`config.mk`:
```
export PLATFORM = sky130hd
export DESIGN_NAME = morse_tx_ctrl
export DESIGN_NICKNAME = d
export VERILOG_FILES = /design/src/rtl/morse_pkg.sv /design/src/rtl/morse_letter_fifo.sv /design/src/rtl/morse_tx_ctrl.sv
export SDC_FILE = /design/constraint.sdc
export NUM_CORES = 1
export LEC_CHECK = 0
export CAP_MARGIN = 0
export CELL_PAD_IN_SITES_DETAIL_PLACEMENT = 0
export CELL_PAD_IN_SITES_GLOBAL_PLACEMENT = 2
export CORE_MARGIN = 4
export CORE_UTILIZATION = 40
export CTS_CLUSTER_SIZE = 14
export DETAILED_ROUTE_END_ITERATION = 7
export DONT_BUFFER_PORTS = 1
export PLACE_DENSITY = 0.76
export SETUP_SLACK_MARGIN = 0.2
export SYNTH_ARGS = -nofsm -noshare
export SYNTH_HDL_FRONTEND = slang
export SYNTH_SLANG_ARGS = --single-unit
```
`constraint.sdc`:
```
create_clock -name ClockIn -period 3 [get_ports ClockIn]
set_input_delay 0.45 -clock ClockIn [delete_from_list [all_inputs] [get_ports ClockIn]]
set_output_delay 0.45 -clock ClockIn [all_outputs]
set_load 0.01 [all_outputs]
```
`src/rtl/morse_pkg.sv`:
```
// ============================================================================
// Module  : morse_pkg
// Purpose : Shared definitions for the Morse transmit sequencer: letter
//           pattern table, sequencer state encoding and a constant clog2.
// Ports   : none (package)
// Rev     : 1.0  initial release
// ============================================================================
`default_nettype none

package morse_pkg;

    localparam int LETTER_W = 3;
    localparam int PAT_BITS = 12;

    typedef enum logic [1:0] {
        ST_IDLE = 2'd0,
        ST_LOAD = 2'd1,
        ST_SEND = 2'd2,
        ST_GAP  = 2'd3
    } state_t;

    // Symbol patterns, MSB shifted out first.
    localparam logic [PAT_BITS-1:0] LETTER_PAT [0:7] = '{
        12'b010111000000,
        12'b011101010100,
        12'b011101011101,
        12'b011101010000,
        12'b010000000000,
        12'b010101110100,
        12'b011101110100,
        12'b010101010000
    };

    // Bits needed to hold values 0..value-1 (constant elaboration only).
    function automatic int clog2(input int value);
        int res;
        res = 0;
        for (int i = 0; i < 31; i++) begin
            if ((1 << i) < value) begin
                res = i + 1;
            end
        end
        return res;
    endfunction

endpackage

`default_nettype wire

```
`src/rtl/morse_letter_fifo.sv`:
```
// ============================================================================
// Module  : morse_letter_fifo
// Purpose : Small synchronous letter queue with synchronous clear.
// Ports   : clk_i, rst_ni (async active-low), clear_i (drops all entries and
//           any push/pop in the same cycle), push_i/data_i, pop_i/data_o
//           (head, valid while !empty_o), empty_o, full_o.
// Rev     : 1.0  initial release
// ============================================================================
`default_nettype none

module morse_letter_fifo
    import morse_pkg::*;
#(
    parameter int DEPTH  = 4,
    parameter int DATA_W = 3
) (
    input  logic              clk_i,
    input  logic              rst_ni,
    input  logic              clear_i,
    input  logic              push_i,
    input  logic [DATA_W-1:0] data_i,
    input  logic              pop_i,
    output logic [DATA_W-1:0] data_o,
    output logic              empty_o,
    output logic              full_o
);

    localparam int AW = clog2(DEPTH);
    localparam int CW = clog2(DEPTH + 1);

    logic [DATA_W-1:0] mem_q [DEPTH];
    logic [AW-1:0]     wr_ptr_q, wr_ptr_d;
    logic [AW-1:0]     rd_ptr_q, rd_ptr_d;
    logic [CW-1:0]     count_q,  count_d;
    logic              do_push;
    logic              do_pop;

    assign empty_o = (count_q == '0);
    assign full_o  = (count_q == CW'(DEPTH));
    assign data_o  = mem_q[rd_ptr_q];

    assign do_push = push_i && !full_o && !clear_i;
    assign do_pop  = pop_i && !empty_o && !clear_i;

    always_comb begin
        wr_ptr_d = wr_ptr_q;
        rd_ptr_d = rd_ptr_q;
        count_d  = count_q;
        if (clear_i) begin
            wr_ptr_d = '0;
            rd_ptr_d = '0;
            count_d  = '0;
        end else begin
            // DEPTH is a power of two, so pointers wrap naturally.
            if (do_push) begin
                wr_ptr_d = wr_ptr_q + AW'(1);
            end
            if (do_pop) begin
                rd_ptr_d = rd_ptr_q + AW'(1);
            end
            if (do_push && !do_pop) begin
                count_d = count_q + CW'(1);
            end else if (do_pop && !do_push) begin
                count_d = count_q - CW'(1);
            end
        end
    end

    always_ff @(posedge clk_i or negedge rst_ni) begin
        if (!rst_ni) begin
            wr_ptr_q <= '0;
            rd_ptr_q <= '0;
            count_q  <= '0;
        end else begin
            wr_ptr_q <= wr_ptr_d;
            rd_ptr_q <= rd_ptr_d;
            count_q  <= count_d;
        end
    end

    // Storage needs no reset: entries are only read once counted valid.
    always_ff @(posedge clk_i) begin
        if (do_push) begin
            mem_q[wr_ptr_q] <= data_i;
        end
    end

endmodule

`default_nettype wire

```
`src/rtl/morse_tx_ctrl.sv`:
```
// ============================================================================
// Module  : morse_tx_ctrl
// Purpose : Morse transmit sequencer. Queues letter codes, parallel-loads the
//           looked-up pattern into the external shift register, then issues
//           one shift strobe per symbol tick until PAT_W bits have gone out.
//           Owns the symbol-rate timer.
// Ports   : ClockIn, Resetn (async active-low)
//           LetterValid/Letter/LetterReady : letter push handshake
//           Abort      : flush queue, blank the line, return to idle
//           ShiftLoadn : active-low load strobe, PatternOut valid with it
//           ShiftEn    : one-cycle shift strobe per symbol tick
//           Busy       : sequencer active or letters queued
//           LetterDone : pulse when a letter (and its gap) has finished
// Config  : MORSE_GAP_EN - when defined, GAP_UNITS blank symbol units are
//           inserted after each letter before LetterDone.
// Rev     : 1.0  initial release
// ============================================================================
`default_nettype none

module morse_tx_ctrl
    import morse_pkg::*;
#(
    parameter int TICK_DIV  = 250,
    parameter int PAT_W     = 12,
    parameter int DEPTH     = 4,
    parameter int GAP_UNITS = 3
) (
    input  logic             ClockIn,
    input  logic             Resetn,
    input  logic             LetterValid,
    input  logic [2:0]       Letter,
    output logic             LetterReady,
    input  logic             Abort,
    output logic             ShiftLoadn,
    output logic             ShiftEn,
    output logic [PAT_W-1:0] PatternOut,
    output logic             Busy,
    output logic             LetterDone
);

    localparam int TICK_W = clog2(TICK_DIV);
    // One counter serves both the bit count and the gap unit count.
    localparam int CNT_W  = clog2(((PAT_W > GAP_UNITS) ? PAT_W : GAP_UNITS) + 1);

    localparam logic [TICK_W-1:0] TICK_RELOAD = TICK_W'(TICK_DIV - 1);
    localparam logic [CNT_W-1:0]  LAST_BIT    = CNT_W'(PAT_W - 1);
`ifdef MORSE_GAP_EN
    localparam logic [CNT_W-1:0]  LAST_GAP    = CNT_W'(GAP_UNITS - 1);
`endif

    state_t            state_q, state_d;
    logic [TICK_W-1:0] tick_q,  tick_d;
    logic [CNT_W-1:0]  cnt_q,   cnt_d;

    logic              fifo_pop;
    logic              fifo_empty;
    logic              fifo_full;
    logic [2:0]        fifo_head;

    assign LetterReady = !fifo_full;
    assign Busy        = (state_q != ST_IDLE) || !fifo_empty;

    morse_letter_fifo #(
        .DEPTH  (DEPTH),
        .DATA_W (LETTER_W)
    ) u_fifo (
        .clk_i   (ClockIn),
        .rst_ni  (Resetn),
        .clear_i (Abort),
        .push_i  (LetterValid && LetterReady),
        .data_i  (Letter),
        .pop_i   (fifo_pop),
        .data_o  (fifo_head),
        .empty_o (fifo_empty),
        .full_o  (fifo_full)
    );

    always_comb begin
        state_d    = state_q;
        tick_d     = tick_q;
        cnt_d      = cnt_q;
        fifo_pop   = 1'b0;
        ShiftLoadn = 1'b1;
        ShiftEn    = 1'b0;
        PatternOut = '0;
        LetterDone = 1'b0;

        if (Abort) begin
            // Loading zeros blanks the line; strobes and done are suppressed.
            state_d    = ST_IDLE;
            tick_d     = '0;
            cnt_d      = '0;
            ShiftLoadn = 1'b0;
        end else begin
            case (state_q)
                ST_IDLE: begin
                    if (!fifo_empty) begin
                        state_d = ST_LOAD;
                    end
                end

                ST_LOAD: begin
                    fifo_pop   = 1'b1;
                    ShiftLoadn = 1'b0;
                    PatternOut = PAT_W'(LETTER_PAT[fifo_head]);
                    tick_d     = TICK_RELOAD;
                    cnt_d      = '0;
                    state_d    = ST_SEND;
                end

                ST_SEND: begin
                    if (tick_q == '0) begin
                        ShiftEn = 1'b1;
                        tick_d  = TICK_RELOAD;
                        cnt_d   = cnt_q + CNT_W'(1);
                        if (cnt_q == LAST_BIT) begin
`ifdef MORSE_GAP_EN
                            cnt_d   = '0;
                            state_d = ST_GAP;
`else
                            LetterDone = 1'b1;
                            state_d    = fifo_empty ? ST_IDLE : ST_LOAD;
`endif
                        end
                    end else begin
                        tick_d = tick_q - TICK_W'(1);
                    end
                end

`ifdef MORSE_GAP_EN
                ST_GAP: begin
                    if (tick_q == '0) begin
                        tick_d = TICK_RELOAD;
                        cnt_d  = cnt_q + CNT_W'(1);
                        if (cnt_q == LAST_GAP) begin
                            LetterDone = 1'b1;
                            state_d    = fifo_empty ? ST_IDLE : ST_LOAD;
                        end
                    end else begin
                        tick_d = tick_q - TICK_W'(1);
                    end
                end
`endif

                default: begin
                    state_d = ST_IDLE;
                end
            endcase
        end
    end

    always_ff @(posedge ClockIn or negedge Resetn) begin
        if (!Resetn) begin
            state_q <= ST_IDLE;
            tick_q  <= '0;
            cnt_q   <= '0;
        end else begin
            state_q <= state_d;
            tick_q  <= tick_d;
            cnt_q   <= cnt_d;
        end
    end

endmodule

`default_nettype wire
```
==> impl_results.md <==
- Outcome: completed
- Total power draw: about 0.0017 W
- Yosys top cell area share: between 20% and 30%
- Highest-count cells in the layout ignoring fill and taps: nor2_1, dfrtp_1, edfxtp_1
- Largest net degree at the start of global routing: 22
- Share of layout cells above drive strength 1: under 10%
- P_leak: about 0.82 nW
- All-Layer GR Usage: 13.4%
- Power density cells: roughly 850 nW/µm²
- Worst-path maximum fanout: 5
- CTS tree: built
- DP HPWL: approximately 2700 µm
- Utilization after layout: between 40% and 50%
- Core outline area: ~4500 µm²
- Number of remaining DRC errors: 0
- CTS Buf Count: 5
- DRT antenna net count: 0
- Sequential share of the synthesized area: about 46%
- Fin. max-slew vios: 0
- WL/cell: between 15 and 20 µm
- Starting Density: a little over two fifths
- Largest cells by area after synthesis: dfrtp_1, edfxtp_1, ha_1
- Most common cell after layout, fill and taps aside: nor2_1
- Detailed-route wire length: between 3000 and 4000 µm
- IO Count: 24
- RSZ-0062 raised after global routing: false
- Ys Warns: 0
- Worst Tran Pin Value: about 1000 ps
- Worst setup SP type: flop
- WP data arrival: 2100 ps
- Netlist cell types: between 40 and 50
- Chip Width: about 77 µm
- First-pass GRT wire length: 6270 µm
- Mapped Avg Cell Area: approximately 11 µm²
- WP data required: 2550 ps
- Final setup fails: 0
- Clk_lat worst skew: about 280 ps
- Clk buf depth: 2
- Total grt overflow: 0
- CTS HTree Levels: 2
- Flops & latches, synth: 33
- Post-Syn Instances: around 180
- Via count: ~1300
- F_max: between 300 and 400 MHz
- Primary FF master, synth: dfrtp_1
- Cell accounting for the most synthesized area: dfrtp_1
- Final Hold Slack: approximately 220 ps
- Initial antenna violation count: 1
- Pre-CTS setup slack: a little under 700 ps
- Die Y: a little under 80 µm
- Worst slew margin: about a third
- Setup ws final: approximately 450 ps
- Multi-input logic area: roughly 930 µm²
- Cell Rows: 24
- Clock transition at path regs: approximately 70 ps
- Syn Std Cell Area: 1920 µm²
- Post-CTS setup buffers: 0
- Fillcell total: between 400 and 500
- Reg area: between 800 and 900 µm²
- GP Congestion: a little under 0.8
- Clk sink count: 33
- Worst setup EP type: primary output
- Tcrit/Tclk final: ~85%
- Peak VDD IR: roughly 0.28 mV
- Die area: 5980 µm²
- Vias in the first global route: 1243
- Clock skew: roughly 2.4 ps
- Fin. Hold Viols: 0
- Layout area overhead: 5.01%
- DR iter-0 viols: 95
- Crit Path Class: flop to primary output
- Via-to-Cell Ratio: 5.57
- Nets: between 150 and 200
- Final Critical Period: ~2500 ps
- Max Cap Viol: 0
- Number of synthesized flops with an enable pin: 12
- Setup TNS: 0 ps
- Pre-antenna DRT Iters: 4
- Root Buffer: clkbuf_8
- HP Class: primary input to flop
- Ys async rst share: 63.6%
- IO buf count: 0
[metrics by stage]
step,cells,area (µm²)
final,234,2020
after global routing,234,2020
after CTS,233,2010
after detailed placement,224,1920
after global placement,224,1920
after floorplan,184,1930
[path summary, 6_finish.rpt]
kind | from | end | slack, ps | cells past startpoint
worst max-delay path | u_fifo.rd_ptr_q[0]$_DFFE_PN0P_ | PatternOut[5] | 450 | 5
worst min-delay path | Abort | tick_q[3]$_DFFE_PN0P_ | 220 | 1
worst max register to register | u_fifo.count_q[1]$_DFFE_PN0P_ | u_fifo.count_q[2]$_DFFE_PN0P_ | 680 | 8
worst min register to register | state_q[0]$_DFFE_PN0P_ | state_q[0]$_DFFE_PN0P_ | 520 | 1
max in group asynchronous | Resetn | tick_q[4]$_DFFE_PN0P_ | 1610 | 1
min in group asynchronous | Resetn | u_fifo.rd_ptr_q[1]$_DFFE_PN0P_ | 780 | 1
[per-layer routing]
metal | part of all wire, % | vias up | GRT usage (%) | routed length, µm
li1 | - | 633 | - | -
met1 | 49 | 635 | 17.5 | 1830
met2 | 43 | 31 | 19.9 | 1610
met3 | 5.2 | 5 | 4.63 | 191
met4 | 1.9 | 0 | 6.05 | 70
met5 | 0 | - | 0 | 0
[where the power goes]
group / internal, W / leakage (nW) / switching (W)
logic: 0.000283 / 0.387 / 0.000467
clock network: 0.000156 / 0.0430 / 0.000158
registers: 0.000553 / 0.393 / 0.000108
[state kept, by name (all words and copies together), names as in the netlist]
register / flops
u_fifo.rd_ptr_q: 2
u_fifo.count_q: 3
state_q: 2
u_fifo.wr_ptr_q: 2
tick_q: 8
u_fifo.mem_q: 12
cnt_q: 4
[Yosys cell counts (all sizes together), types with 5 or more instances]
cell	number
nor2	22
dfrtp	21
edfxtp	12
nand2	12
inv	11
ha	10
a21oi	8
and2	7
buf	7
a211oi	5
clkbuf	5
nor3	5
xnor2	5
xor2	5
[worst max-delay path, cell delays in order (launching register included)]
cell     delay, ps
dfrtp_1        510
mux4_2         550
inv_1          110
ha_1           230
and3_1         210
and2_1         200
[cell type report]
class,count,area share [%]
antenna,1,0.124
multi-input combinational,127,46.0
clock buffer,5,3.41
clock inverter,3,0.620
timing repair buffer,1,0.496
inverter,12,2.23
sequential,33,43.9
tap,52,3.22
[cell families after synthesis]
family                   Yosys count  synth area share (%)
AO/OA/AOI/OAI                     29                  11.6
XOR/XNOR                          10                  4.55
adder cells (fa/ha/maj)           11                  7.55
buffers and inverters             24                  6.12
flip-flops                        33                  46.1
multiplexers                       4                  4.03
other                              1                 0.195
AND/OR/NAND/NOR                   71                  19.9
[what timing repair did]
| item | 4_1_cts | 5_1_grt |
|---|---|---|
| hold endpoints to repair | 21 | 0 |
| hold buffers | 1 | 0 |
| gates resized for setup | 0 | 1 |
| setup endpoints to repair | 0 | 1 |
(Power assumes the default switching activity.)
